[src/rtl/accum_pkg.sv]
// Shared types and default sizing for the banked accumulator write-back path.
package accum_pkg;

    localparam int SYS_COL    = 16;
    localparam int ACC_WIDTH  = 32;
    localparam int ACCUM_SIZE = 4096;
    localparam int ACCUM_ROW  = ACCUM_SIZE / SYS_COL;
    localparam int ADDR_WIDTH = $clog2(ACCUM_ROW);
    localparam int CNT_WIDTH  = $clog2(ACCUM_ROW) + 1;

    typedef enum logic [1:0] {
        IDLE,
        RUN,
        DRAIN,
        FIN
    } state_t;

    typedef struct packed {
        logic                  vld;
        logic [ADDR_WIDTH-1:0] addr;
        logic [ACC_WIDTH-1:0]  data;
    } pipe_entry_t;

endpackage

[src/rtl/accum_col_pipe.sv]
// One accumulator column: row counter, fixed 4-cycle read/add/write delay line
// and the adder that merges the bank read data with the incoming partial sum.
module accum_col_pipe
    import accum_pkg::*;
(
    input  logic                  clk,
    input  logic                  rstn,
    input  logic                  clear,
    input  logic                  run,
    input  logic                  acc_mode,
    input  logic [CNT_WIDTH-1:0]  eff_rows,
    input  logic                  sa_vld,
    input  logic [ACC_WIDTH-1:0]  sa_data,
    input  logic [ACC_WIDTH-1:0]  rd_data,
    output logic                  rd_en,
    output logic [ADDR_WIDTH-1:0] rd_addr,
    output logic                  wr_en,
    output logic [ADDR_WIDTH-1:0] wr_addr,
    output logic [ACC_WIDTH-1:0]  wr_data,
    output logic                  drop,
    output logic                  fin_next
);

    logic [CNT_WIDTH-1:0] cnt;
    logic                 accept;
    pipe_entry_t          p0;
    pipe_entry_t          p1;
    pipe_entry_t          p2;

    assign accept   = run && sa_vld && (cnt < eff_rows);
    assign drop     = sa_vld && !accept;
    assign fin_next = accept ? ((cnt + CNT_WIDTH'(1)) == eff_rows) : (cnt == eff_rows);

    // Read data returns two cycles after rd_en, lining up with stage p2.
    always_ff @(posedge clk or negedge rstn) begin
        if (!rstn) begin
            cnt     <= '0;
            p0      <= '0;
            p1      <= '0;
            p2      <= '0;
            rd_en   <= 1'b0;
            rd_addr <= '0;
            wr_en   <= 1'b0;
            wr_addr <= '0;
            wr_data <= '0;
        end else begin
            if (clear) begin
                cnt <= '0;
            end else if (accept) begin
                cnt <= cnt + CNT_WIDTH'(1);
            end

            p0.vld  <= accept;
            p0.addr <= cnt[ADDR_WIDTH-1:0];
            p0.data <= sa_data;
            p1      <= p0;
            p2      <= p1;

            rd_en   <= accept && acc_mode;
            rd_addr <= accept ? cnt[ADDR_WIDTH-1:0] : '0;

            wr_en   <= p2.vld;
            wr_addr <= p2.vld ? p2.addr : '0;
            if (!p2.vld) begin
                wr_data <= '0;
            end else if (acc_mode) begin
                wr_data <= rd_data + p2.data;
            end else begin
                wr_data <= p2.data;
            end
        end
    end

endmodule

[src/rtl/accum_mem_ctrl.sv]
// Accumulator memory controller: per-tile FSM, row clamp, done/busy and sticky
// error for dropped partial sums; per-column datapaths live in accum_col_pipe.
module accum_mem_ctrl #(
    parameter int  SYS_COL    = accum_pkg::SYS_COL,
    parameter int  ACC_WIDTH  = accum_pkg::ACC_WIDTH,
    parameter int  DATA_WIDTH = 16,
    parameter int  ACCUM_SIZE = accum_pkg::ACCUM_SIZE,
    localparam int ACCUM_ROW  = ACCUM_SIZE / SYS_COL,
    localparam int ADDR_WIDTH = $clog2(ACCUM_ROW),
    localparam int CNT_WIDTH  = $clog2(ACCUM_ROW) + 1
) (
    input  logic                                 clk,
    input  logic                                 rstn,
    input  logic                                 start,
    input  logic                                 accumulate,
    input  logic [DATA_WIDTH-1:0]                num_row,
    input  logic [SYS_COL-1:0]                   sa_vld,
    input  logic [SYS_COL-1:0][ACC_WIDTH-1:0]    sa_data,
    output logic [SYS_COL-1:0]                   mem_rd_en,
    output logic [SYS_COL-1:0][ADDR_WIDTH-1:0]   mem_rd_addr,
    input  logic [SYS_COL-1:0][ACC_WIDTH-1:0]    mem_rd_data,
    output logic [SYS_COL-1:0]                   mem_wr_en,
    output logic [SYS_COL-1:0][ADDR_WIDTH-1:0]   mem_wr_addr,
    output logic [SYS_COL-1:0][ACC_WIDTH-1:0]    mem_wr_data,
    output logic                                 busy,
    output logic                                 done,
    output logic                                 err
);

    accum_pkg::state_t    state;
    logic [1:0]           drain_cnt;
    logic                 acc_mode;
    logic [CNT_WIDTH-1:0] eff_rows;
    logic [CNT_WIDTH-1:0] clamp_rows;
    logic                 start_ok;
    logic                 col_run;
    logic [SYS_COL-1:0]   col_drop;
    logic [SYS_COL-1:0]   col_fin;

    assign start_ok   = start && (state == accum_pkg::IDLE);
    assign col_run    = (state == accum_pkg::RUN);
    assign clamp_rows = (num_row > DATA_WIDTH'(ACCUM_ROW)) ? CNT_WIDTH'(ACCUM_ROW)
                                                           : CNT_WIDTH'(num_row);

    // DRAIN lasts exactly four cycles: the depth of the column delay line.
    always_ff @(posedge clk or negedge rstn) begin
        if (!rstn) begin
            state     <= accum_pkg::IDLE;
            drain_cnt <= '0;
            acc_mode  <= 1'b0;
            eff_rows  <= '0;
            busy      <= 1'b0;
            done      <= 1'b0;
            err       <= 1'b0;
        end else begin
            done <= 1'b0;
            err  <= (start_ok ? 1'b0 : err) | (|col_drop);
            case (state)
                accum_pkg::IDLE: begin
                    if (start) begin
                        acc_mode <= accumulate;
                        eff_rows <= clamp_rows;
                        busy     <= 1'b1;
                        state    <= (clamp_rows == '0) ? accum_pkg::FIN : accum_pkg::RUN;
                    end
                end
                accum_pkg::RUN: begin
                    if (&col_fin) begin
                        drain_cnt <= '0;
                        state     <= accum_pkg::DRAIN;
                    end
                end
                accum_pkg::DRAIN: begin
                    drain_cnt <= drain_cnt + 2'd1;
                    if (drain_cnt == 2'd3) begin
                        state <= accum_pkg::FIN;
                    end
                end
                accum_pkg::FIN: begin
                    done  <= 1'b1;
                    busy  <= 1'b0;
                    state <= accum_pkg::IDLE;
                end
                default: begin
                    state <= accum_pkg::IDLE;
                end
            endcase
        end
    end

    for (genvar j = 0; j < SYS_COL; j++) begin : g_col
        accum_col_pipe u_col (
            .clk      (clk),
            .rstn     (rstn),
            .clear    (start_ok),
            .run      (col_run),
            .acc_mode (acc_mode),
            .eff_rows (eff_rows),
            .sa_vld   (sa_vld[j]),
            .sa_data  (sa_data[j]),
            .rd_data  (mem_rd_data[j]),
            .rd_en    (mem_rd_en[j]),
            .rd_addr  (mem_rd_addr[j]),
            .wr_en    (mem_wr_en[j]),
            .wr_addr  (mem_wr_addr[j]),
            .wr_data  (mem_wr_data[j]),
            .drop     (col_drop[j]),
            .fin_next (col_fin[j])
        );
    end

endmodule

[config.mk]
export PLATFORM = sky130hd
export DESIGN_NAME = accum_mem_ctrl
export DESIGN_NICKNAME = d
export VERILOG_FILES = /design/src/rtl/accum_pkg.sv /design/src/rtl/accum_col_pipe.sv /design/src/rtl/accum_mem_ctrl.sv
export SDC_FILE = /design/constraint.sdc
export NUM_CORES = 2
export LEC_CHECK = 0
export BUFFER_PORTS_ARGS = -buffer_cell sky130_fd_sc_hd__buf_2
export CAP_MARGIN = 25
export CORE_AREA = 2 2 724 726
export DETAILED_ROUTE_END_ITERATION = 10
export DIE_AREA = 0 0 726 728
export GPL_ROUTABILITY_DRIVEN = 0
export HOLD_SLACK_MARGIN = 0.06
export SLEW_MARGIN = 0
export SYNTH_ARGS = -nofsm -noshare
export SYNTH_HDL_FRONTEND = slang
export SYNTH_SLANG_ARGS = --single-unit
export TNS_END_PERCENT = 5
[constraint.sdc]
create_clock -name clk -period 4.8 [get_ports clk]
set_input_delay 0.72 -clock clk [delete_from_list [all_inputs] [get_ports clk]]
set_output_delay 0.72 -clock clk [all_outputs]
set_load 0.05 [all_outputs]
==> out/results.ini <==
[yosys]
ys_seq_area_share_pct = 62.3
yosysWarnings = 0
ys_ff_latch = 2929
synth_edf_count = 0
netlist_area_um2 = 118000
syn_nets = 11300
synth_flop_cell = dfrtp_1
syn_area_per_cell_um2 = 12.4
syn-instance-count = 9522
async_flop_share_pct = 100
yosysUniqueCellTypes = 93

[finish]
drive_gt1_share_pct = 21.8
synthToLayoutAreaGrowth_pct = 30.2
fin_area_um2 = 153000
instances_no_fill = 19500
fin_nets = 13900

[timing]
final-setup-viol-count = 0
period_minus_slack_ns = 4.45
tightest_slew_ns = 1.12
setup-tns-final_ns = 0
final_hold_viol_count = 0
fin_crit_sh_pct = 92.8
clock_skew_ns = 0.117
fmax_mhz = 224
drv_slew = 0
layout_setup_ws_ns = 0.346
rsz0062_at_grt = false
relSlewSlack_pct = 25.4

[floorplanning]
die_w_um = 726
core_area_um2 = 520000
fp.dieArea_um2 = 529000
die_height_um = 728
start_util_pct = 22.6
row_count = 265
num_io_pins = 1863

[min_path]
hold_path.class = input port to flip-flop

[worst_setup_path]
cpPeakStageDelay_ns = 0.55
cp-end-kind = flip-flop
crit_type = flip-flop to flip-flop
crit_path_start_kind = flip-flop
worst-path-max-fanout = 3
crit_path_cell_trace = ha_1 -> inv_1 -> fa_1 -> nor2b_1 -> o21ai_0 -> a21boi_0 -> buf_4 -> o21ai_0 -> buf_4 -> a2111oi_1 -> clkdlybuf4s18_2 -> nor4b_2 -> buf_4 -> o21ai_0 -> buf_4 -> a31oi_1 -> buf_4 -> a21oi_1 -> xor2_1 -> a22o_1
critPathRequiredTime_ns = 5.66
path_common_cell = buf_4
crit_slowest_cell = nor4b_2
arrival_ns = 5.32

[route]
routed_wl_um = 535000
avgViaCountPerCell = 4.58
via_count = 89500
ant_nets = 1
drt_iter0_drc = 8455
drcViolationCount = 0
dr.pass1.iters = 6
avgRoutedWirePerCell_um = 27.3

[global_routing]
grt_pass1_wl_um = 719000
grt_max_degree = 147
grt_pass1_vias = 86700
antenna_found_initial = 350
grt-ovfl-total = 0
grt_usage_pct = 19.5

[flow_run]
drv_cap = 0

[cts]
cts_max_level = 5
insertion_delay_ns = 0.98
cts_max_path_buffers = 4
cts_buffers = 320
cts_sinks = 2929
post_cts_buffers = 0
path_clk_slew_ns = 0.06
cts_tree = yes
cts-root-buf = clkbuf_16

[outcome]
status = complete, but fails checks
violations = antenna violations

[pwr]
power_density_nw_per_um2 = 484
p_leak_nw = 72.8
p_total_mw = 74.2
vdd_drop_max_mv = 0.410

[placement]
placed_cell_area_um2 = 136000
post-place-ws_ns = -0.376
dp_hpwl_um = 427000
dp_cells = 18200
portBuffers = 1862

## state kept, by name, summed over array words and instances (netlist names)
register and cells:
acc_mode 1, busy 1, done 1, drain_cnt 2, eff_rows 9, err 1, g_col.u_col.cnt 144, g_col.u_col.p0 656
g_col.u_col.p1 656, g_col.u_col.p2 656, g_col.u_col.rd_addr 128, g_col.u_col.rd_en 16, g_col.u_col.wr_addr 128, g_col.u_col.wr_data 512, g_col.u_col.wr_en 16, state 2
## metal layers
metal	share of wire (%)	global-route usage, %	vias to the layer above	wire, um
met5	0.14	0	-	773
met4	6.6	10.9	118	35400
met3	9.7	6.17	1315	52000
met2	43	29.0	4528	230000
met1	41	25.1	44900	217000
li1	-	-	38600	-
## power by group
part | leakage (nW) | internal (mW) | total, mW | switching [mW]
Combinational | 31.7 | 5.43 | 17.1 | 11.7
Sequential | 35.8 | 28.2 | 31.5 | 3.22
Clock | 5.31 | 14.6 | 25.7 | 11.0
Total | 72.8 | 48.3 | 74.2 | 25.9
## what timing repair did
item,4_1_cts,5_1_grt
setup endpoints to repair,0,2
endpoints found under the hold margin,564,0
gates resized for setup,0,1
hold buffers,523,0
## synth_stat cells, types with 57 or more instances
cell type | number | share of area (%)
and3_1 | 103 | 0.55
nand2_1 | 554 | 1.8
nor2b_1 | 382 | 2.0
a31oi_1 | 75 | 0.40
o21a_1 | 112 | 0.71
xor2_1 | 277 | 2.1
inv_1 | 228 | 0.73
o211ai_1 | 59 | 0.38
a21o_1 | 229 | 1.5
nor2_1 | 552 | 1.8
nand4_1 | 108 | 0.57
mux2i_1 | 243 | 2.1
clkbuf_1 | 198 | 0.63
and2_1 | 294 | 1.6
a21oi_1 | 555 | 2.4
a211oi_1 | 58 | 0.37
nand3_1 | 208 | 0.88
dfrtp_1 | 2929 | 62
ha_1 | 661 | 7.0
nand2b_1 | 62 | 0.33
or3_1 | 57 | 0.30
nor3_1 | 164 | 0.70
o21ai_0 | 367 | 1.6
xnor2_1 | 342 | 2.5
o21bai_1 | 57 | 0.36
## worst max-delay path: cells and delay by family, from the launching register on
kind,cells,cell delay (ns)
xor gates and xnor gates,1,0.14
and+or+nand+nor,2,0.61
adders and majority gates,2,0.39
AOI/OAI and AO/OA,8,1.53
buffers and inverters,7,1.27
DFF,1,0.39
## final cells by class
class                      count  area (um^2)
fill                       53100       367000
sequential                  2929        73300
multi-input combinational   6056        42200
timing repair buffer        2602        16600
clock buffer                 423         8940
tap                         6942         8690
clock inverter               155         2040
inverter                     232          878
antenna                      210          526
## logic make-up after synthesis
logic type / count (synthesis) / share of synthesized area (%)
buffers and inverters: 537 / 1.90
AND/OR/NAND/NOR: 2662 / 11.6
adder cells (fa/ha/maj): 678 / 7.31
multiplexers: 256 / 2.19
XOR/XNOR: 619 / 4.61
AO/OA/AOI/OAI: 1841 / 10.1
flip-flops: 2929 / 62.3
## cell usage in the layout (no fill, tap or decap), drive strengths merged, types with 26 or more instances in the layout
cell / instances
xnor2: 342
buf: 2078
xor2: 277
diode: 210
a31oi: 75
dlygate4sd3: 523
a211oi: 58
nand2: 554
nor2: 553
dfrtp: 2929
a21o: 229
or3: 57
a21oi: 555
o31ai: 26
nand3: 209
and3: 109
o21a: 112
nor3: 165
inv: 252
o21bai: 57
nand2b: 62
nor2b: 382
o21ai: 370
ha: 661
o211ai: 59
nand4: 108
clkbuf: 423
clkinv: 86
and2: 295
mux2i: 243
nor4: 31
a21boi: 26
nand4b: 26
## through the flow
stage / hold slack (ns) / utilization, %
after floorplan: 0.331 / -
after global placement: 0.331 / 26.2
after detailed placement: 0.335 / 26.2
after CTS: 0.0600 / 29.4
after global routing: 0.119 / 29.4
final: 0.198 / 29.5
## final timing paths
kind,from,endpoint,slack (ns),cells past startpoint
max reg2reg,g_col[10].u_col.p2[0]$_DFF_PN0_,g_col[10].u_col.wr_data[28]$_DFF_PN0_,0.35,20
min reg2reg,g_col[8].u_col.p0[16]$_DFF_PN0_,g_col[8].u_col.p1[16]$_DFF_PN0_,0.30,0
max in group asynchronous,rstn,g_col[7].u_col.p2[21]$_DFF_PN0_,2.69,5
min,mem_rd_data[287],g_col[8].u_col.wr_data[31]$_DFF_PN0_,0.20,4
max,g_col[10].u_col.p2[0]$_DFF_PN0_,g_col[10].u_col.wr_data[28]$_DFF_PN0_,0.35,20
min in group asynchronous,rstn,g_col[9].u_col.p1[15]$_DFF_PN0_,0.39,2
No activity file was read; power rests on OpenSTA's default activity.
